### config.mk
export PLATFORM = sky130hd
export DESIGN_NAME = note_period_decoder
export DESIGN_NICKNAME = d
export VERILOG_FILES = /design/src/rtl/note_period_decoder.sv
export SDC_FILE = /design/constraint.sdc
export NUM_CORES = 1
export LEC_CHECK = 0
export BUFFER_PORTS_ARGS = -buffer_cell sky130_fd_sc_hd__buf_4
export CORE_UTILIZATION = 35
export CTS_BUF_LIST = sky130_fd_sc_hd__clkbuf_4 sky130_fd_sc_hd__clkbuf_8
export CTS_CLUSTER_DIAMETER = 80
export CTS_CLUSTER_SIZE = 40
export DETAILED_ROUTE_END_ITERATION = 8
export SYNTH_ARGS = -nofsm -noshare
export SYNTH_HDL_FRONTEND = slang
export SYNTH_SLANG_ARGS = --single-unit
### constraint.sdc
create_clock -name clk -period 5 [get_ports clk]
set_input_delay 0.75 -clock clk [delete_from_list [all_inputs] [get_ports clk]]
set_output_delay 0.75 -clock clk [all_outputs]
set_load 0.01 [all_outputs]
### src/rtl/note_period_decoder.sv
// Recovers which of the 8 synth notes is present in an 8-bit sample stream by timing
// rising mid-scale crossings (with hysteresis) and matching the period to the note table.
module note_period_decoder #(
    parameter logic [7:0]  LO_THR    = 8'd112,
    parameter logic [7:0]  HI_THR    = 8'd144,
    parameter int          TOL       = 2,
    parameter int          CONFIRM   = 2,
    // Period is compared as per_cnt >> PER_SHIFT against the nominal table.
    parameter int unsigned PER_SHIFT = 8,
    parameter logic [16:0] PER_MAX   = 17'h1FFFF
) (
    input  logic        clk,
    input  logic        rst_n,
    input  logic        ena,
    input  logic [7:0]  sample,
    output logic [7:0]  note_out,
    output logic        note_valid,
    output logic        note_change,
    output logic [16:0] period_out
);

    typedef enum logic {ARM_LOW, ARMED_HIGH} cross_state_t;

    localparam int         NOMINAL [8] = '{374, 334, 297, 281, 250, 223, 199, 188};
    localparam logic [2:0] CONFIRM_C   = 3'(CONFIRM);

    cross_state_t state;
    logic [7:0]   sample_q;
    logic         cross_pulse;
    logic         first_seen;
    logic         timeout_done;
    logic [3:0]   cand;
    logic [2:0]   match_cnt;
    logic [16:0]  per_cnt;

    logic [3:0]   bin;
    logic [3:0]   cand_nx;
    logic [2:0]   match_nx;
    logic [7:0]   note_nx;

    // Bin 1..8 whose nominal lies within TOL of the scaled period, else 0.
    function automatic logic [3:0] classify(input logic [16:0] per);
        logic [3:0] b;
        int         diff;
        b = '0;
        for (int k = 7; k >= 0; k--) begin
            diff = int'(per >> PER_SHIFT) - NOMINAL[k];
            if (diff <= TOL && diff >= -TOL) b = 4'(k + 1);
        end
        return b;
    endfunction

    always_comb begin
        // NOTE: every output gets a default first so no latch is inferred.
        bin      = classify(per_cnt);
        cand_nx  = cand;
        match_nx = match_cnt;
        note_nx  = note_out;
        if (bin == 4'd0) begin
            cand_nx  = '0;
            match_nx = '0;
            note_nx  = '0;
        end else begin
            if (bin == cand) begin
                match_nx = (match_cnt >= CONFIRM_C) ? CONFIRM_C : match_cnt + 3'd1;
            end else begin
                cand_nx  = bin;
                match_nx = 3'd1;
            end
            if (match_nx == CONFIRM_C) note_nx = 8'd1 << (cand_nx - 4'd1);
        end
    end

    // NOTE: all state uses non-blocking assignments so every register sees pre-edge values.
    always_ff @(posedge clk or negedge rst_n) begin
        if (!rst_n) begin
            state        <= ARM_LOW;
            sample_q     <= '0;
            cross_pulse  <= 1'b0;
            first_seen   <= 1'b0;
            timeout_done <= 1'b0;
            cand         <= '0;
            match_cnt    <= '0;
            per_cnt      <= '0;
            note_out     <= '0;
            note_valid   <= 1'b0;
            note_change  <= 1'b0;
            period_out   <= '0;
        end else if (ena) begin
            sample_q    <= sample;
            cross_pulse <= 1'b0;
            note_change <= 1'b0;

            unique case (state)
                ARM_LOW: if (sample_q >= HI_THR) begin
                    state       <= ARMED_HIGH;
                    cross_pulse <= 1'b1;
                end
                ARMED_HIGH: if (sample_q < LO_THR) state <= ARM_LOW;
                default: state <= ARM_LOW;
            endcase

            if (cross_pulse) begin
                per_cnt      <= 17'd1;
                timeout_done <= 1'b0;
                if (first_seen) begin
                    period_out  <= per_cnt;
                    cand        <= cand_nx;
                    match_cnt   <= match_nx;
                    note_out    <= note_nx;
                    note_valid  <= |note_nx;
                    note_change <= (note_nx != note_out);
                end else begin
                    first_seen <= 1'b1;
                end
            end else if (per_cnt != PER_MAX) begin
                per_cnt <= per_cnt + 17'd1;
            end else if (!timeout_done) begin
                // Silence or DC: drop the note once, then wait for the next crossing.
                timeout_done <= 1'b1;
                first_seen   <= 1'b0;
                cand         <= '0;
                match_cnt    <= '0;
                note_out     <= '0;
                note_valid   <= 1'b0;
                note_change  <= (note_out != 8'd0);
            end
        end else begin
            note_change <= 1'b0;
        end
    end

endmodule

After elaboration in Yosys (flattened, before gate mapping)
Index checks and enable logic that the tools add are counted.
- output and inout bits: 27
- bits of input ports: 11
- word-level logic and storage cells: 115
- flip-flop bits (word level): 63
- bitwise logic cells: 1
- magnitude comparators: 19
- shift-type cells: 1
- eq/ne operators: 7
- mux-type cells: 47
- add/sub/neg operators: 11
- reduce and logical (&&, ||, !) cells: 17
- operators by type and width (cell ; number):
    $ge 10x2->1 const B ; 8
    $le 10x3->1 const B ; 8
    $mux 4 ; 15
    $mux 8 ; 6
    $sub 9x8->10 const B ; 4
    $sub 9x9->10 const B ; 4
    $mux 17 ; 2
    $mux 3 ; 8
    $add 17x1->17 const B ; 1
    $ne 17x17->1 const B ; 1
    $mux 1 ; 15
    $ge 8x8->1 const B ; 1
    $logic_and 1x1->1 ; 8
    $lt 8x7->1 const B ; 1
    $ne 8x8->1 ; 1
    $reduce_bool 8->1 ; 1
    $reduce_or 8->1 ; 1
    $shl 1x4->8 const A ; 1
    $reduce_and 3->1 ; 2
    $eq 4x4->1 ; 1
    $logic_not 4->1 ; 1
    $ne 2x2->1 const B ; 2
    $reduce_and 2->1 ; 2
    $reduce_and 4->1 ; 1
    other kinds (8) ; 8

Longest topological paths before layout
- depth after elaboration: 22
- depth in mapped cells: 16
- gate-level depth less buffers: 13

Worst setup path after synthesis
Ideal clock, no wire load.
- path type: flip-flop to flip-flop
- start: reg per_cnt[9]
- end: reg note_change
- data required time: 4.874 ns
- path slack: 1.139 ns
- cell stages (with the launch flop): 15
- period minus slack after synthesis: 3.861 ns
- arrival time: 3.734 ns
- cell sequence: dfrtp_1 > buf_2 > inv_1 > ha_1 > buf_6 > a21boi_4 > xnor2_1 > or3_1 > a2111o_1 > nand2_2 > o221ai_2 > or2_0 > a221o_1 > or4_1 > o32a_1
- word-level cells in the longest chain between the ends: 22
- ends and longest elaborated chain (what ; RTL line ; source):
    from (decl) ; 34 ; logic [16:0] per_cnt;
    from (signal assigned) ; 117 ; per_cnt <= per_cnt + 17'd1;
    $sub 9x8->10 ; 47 ; diff = int'(per >> PER_SHIFT) - NOMINAL[k];
    $le 10x3->1 / $ge 10x2->1 (equally long branches) ; 48 ; if (diff <= TOL && diff >= -TOL) b = 4'(k + 1);
    $logic_and 1x1->1 ; 48 ;
    $mux 4 (8 in series) ; 48 ;
    $eq 4x4->1 ; 64 ; if (bin == cand) begin
    $mux 4 ; 64 ;
    $mux 4 ; 59 ; if (bin == 4'd0) begin
    $sub 4x1->4 ; 70 ; if (match_nx == CONFIRM_C) note_nx = 8'd1 << (cand_nx - 4'd1);
    $shl 1x4->8 ; 70 ;
    $mux 8 ; 70 ;
    $mux 8 ; 59 ;
    $ne 8x8->1 ; 112 ; note_change <= (note_nx != note_out);
    $mux 1 ; 106 ; if (first_seen) begin
    $mux 1 * ; 103 ; if (cross_pulse) begin
    $mux 1 * ; 89 ; end else if (ena) begin
    to (signal assigned) ; 112 ;
    to (signal assigned) ; 126 ; note_change <= (note_out != 8'd0);
    to (decl) ; 18 ; output logic note_change,
Every way passes the cells marked *; elsewhere a longest branch is shown, timed or not. The select of a mux whose other input is x is not followed.
A chain may end at the register's enable or synchronous reset.

Final worst setup path
- start: reg per_cnt[8]
- end: reg note_change
Same word-level chain as after synthesis.

==> impl_results.md <==
* Status: complete, no violations
* Drt total wl at 11.9 mm
* Residual DRC at 0
* Hold Buf Count CTS at 0
* Total GRT Usage at 18.9%
* Synth Area in Adders at 4.71%
* Worst R2R Setup Slack at 0.49 ns
* Total CTS buffers at 9
* DRT Pass-1 Iters at 5
* Postcts setup bufs at 0
* Clock sinks at 59
* Yosys warns at 0
* Die ar. at 13300 µm²
* Compound-cell area share of the yosys netlist at 23.2%
* Total gr overflow at 0
* Hold_ws at 0.453 ns
* CTS Root Cell: clkbuf_8
* RSZ-0062 raised after global routing: no
* Post-DP HPWL at 8.37 mm
* Worst-skew pair later-pin latency at 0.34 ns
* Setup TNS at 0 ns
* Ys async rst share at 100%
* Area of the multi-input gates at 2780 µm²
* Most common cell in the netlist: dfrtp_1
* DRC marker count from the first detailed-route iteration at 335
* Die height at 116 µm
* Diode count at 0
* Yosys top cell area share at 32.7%
* Final ANT Viol Nets at 0
* Largest net degree at the start of global routing at 60
* Clock slew at reported path FFs at 0.07 ns
* Via count at 4086
* Synth cell types at 72
* Placed instance count at 700
* Cell Pwr Density at 246 nW/µm²
* Post-synthesis xor/xnor area fraction at 6.41%
* Slew @ Worst Pin at 0.899 ns
* Fillcell total at 1318
* Final Hold Viols at 0
* CP cell instances: inv_1, ha_1, nor2b_1, nand2b_1, a211oi_1, xnor2_1, a32oi_2, o221ai_2, or2_0, a221o_1, or4_1, o32a_1
* Max Fanout on Critical Path at 17
* Sequential area share after synthesis at 32.7%
* Ranking of synthesized cells by area: dfrtp_1 33%, o21ai_0 5.3%, ha_1 4.7%
* HP Class: in2async
* Storage element area at 1480 µm²
* PostCTS Resize Cnt at 0
* GPL Wtd Cong at 0.887
* H-tree depth at 3
* Core Rows at 41
* Nets at 567
* Synth top cells by count: 59 x dfrtp_1, 51 x nand2_1, 48 x o21ai_0
* Layout cells sized above 1 at 14.7%
* First-pass GRT wire length at 19.8 mm
* Synth Flop Type: dfrtp_1
* Slew Limit Fails at 0
* Yosys reg bits at 59
* Crit. End Element: register
* Initial Util at 35.8%
* Worst EP arrival at 4.73 ns
* DR vias/cell at 5.71
* Worst setup SP type: register
* Post-Synth Simple-Gate Area at 22.5%
* Peak VDD IR at 0.202 mV
* Synthesized area at 4510 µm²
* Wire per inst at 16.6 µm
* Leak pwr at 2.12 nW
* Vias in the first global route at 3901
* Cell count after synthesis at 521
* Fmax at 222 MHz
* Final Critical Period at 4.51 ns
* Data required time of the worst path at 5.23 ns
* Critical path class: reg2reg
* Synth Net Count at 549
* CP bufs+invs at 1
* Largest family of logic cells by synthesized area: compound AO/OA/AOI/OAI gates
* Post-synthesis mux area share at 4.77%
* Setup-failing EPs final at 0
* Critical Path Slowest Stage Cell: dfrtp_1
* Port bufs at 33
* CTS tree: done
* Critical Path Max Stage Delay at 0.79 ns
* Slew margin rel. at 38.3%
* Core area at 12600 µm²
* Finished Layout Cells at 715
* Syn-to-layout area delta at 12.2%
* Post-Syn Area per Cell at 8.66 µm²
* Ports at 38
* Cell family with most CP delay: simple AND/OR/NAND/NOR gates
* Initial antenna violation count at 0
* Post-synth EDFFs at 0
* Final Cycle Share at 90.1%
* Clock Skews at 0.0140 ns
* Synth area leader: dfrtp_1
* Clock Path Buffers at 2
* Die width at 116 µm
* Max cap viols at 0
per-stage QoR:
step	setup slack (ns)	power (mW)	utilization (%)	instance area, µm²
finish	0.494	1.25	40.1	5060
global route	0.155	1.31	40.1	5060
CTS	0.557	1.26	40.1	5060
detailed placement	0.565	0.810	38.5	4860
global placement	0.610	0.801	38.5	4860
floorplan	1.14	0.710	-	4510
routing by layer:
layer	global-route usage, %	up-vias	share of wire (%)	routed length (µm)
met4	8.23	0	2.5	292
met1	25.5	1972	46	5450
li1	-	1958	-	-
met2	29.9	133	47	5540
met3	3.14	23	5.1	608
met5	0	-	0	0
where the power goes:
| part | total, mW | leakage (nW) | switching (mW) | internal (mW) |
|---|---|---|---|---|
| sequential | 0.587 | 0.788 | 0.0519 | 0.535 |
| combinational | 0.212 | 1.22 | 0.111 | 0.101 |
| clock | 0.448 | 0.106 | 0.182 | 0.265 |
flip-flops by register name, indices dropped and copies added (netlist names):
register / cells
per_cnt: 17
period_out: 17
note_out: 8
cand: 4
sample_q: 4
match_cnt: 3
cross_pulse: 1
first_seen: 1
note_change: 1
note_valid: 1
state: 1
timeout_done: 1
path summary, 6_finish.rpt:
path / to / cells past startpoint / startpoint
worst max-delay path: note_change$_DFF_PN0_ / 12 / per_cnt[8]$_DFFE_PN0P_
worst min-delay path: note_out[2]$_DFFE_PN0P_ / 1 / rst_n
worst max register to register: note_change$_DFF_PN0_ / 12 / per_cnt[8]$_DFFE_PN0P_
worst min register to register: period_out[11]$_DFFE_PN0P_ / 2 / period_out[11]$_DFFE_PN0P_
max in group asynchronous: period_out[8]$_DFFE_PN0P_ / 1 / rst_n
min in group clk: period_out[11]$_DFFE_PN0P_ / 2 / period_out[11]$_DFFE_PN0P_
final cells by class:
type	instances	area share [%]
sequential	59	29.2
clock inverter	2	0.692
clock buffer	13	3.29
multi-input combinational	408	54.9
timing repair buffer	43	6.38
inverter	18	1.38
tap	172	4.25
layout by cell type, fill, tap and decap left out, types with 11 or more instances in the layout:
cell type / count
clkbuf_8: 11
inv_1: 16
nor2_1: 33
nor3_1: 11
mux2_2: 12
xnor2_1: 22
buf_4: 43
xor2_1: 11
dfrtp_1: 59
o21ai_0: 48
ha_1: 17
nand2_1: 51
nand3_1: 18
logic make-up (layout without fill, tap and decap cells):
group,count (synthesis),count (layout)
compound gates,146,146
xor+xnor,33,33
fa+ha+maj,17,17
buf+inv,54,76
flops,59,59
mux,20,20
simple gates,192,192
No activity file was read; power rests on OpenSTA's default activity.
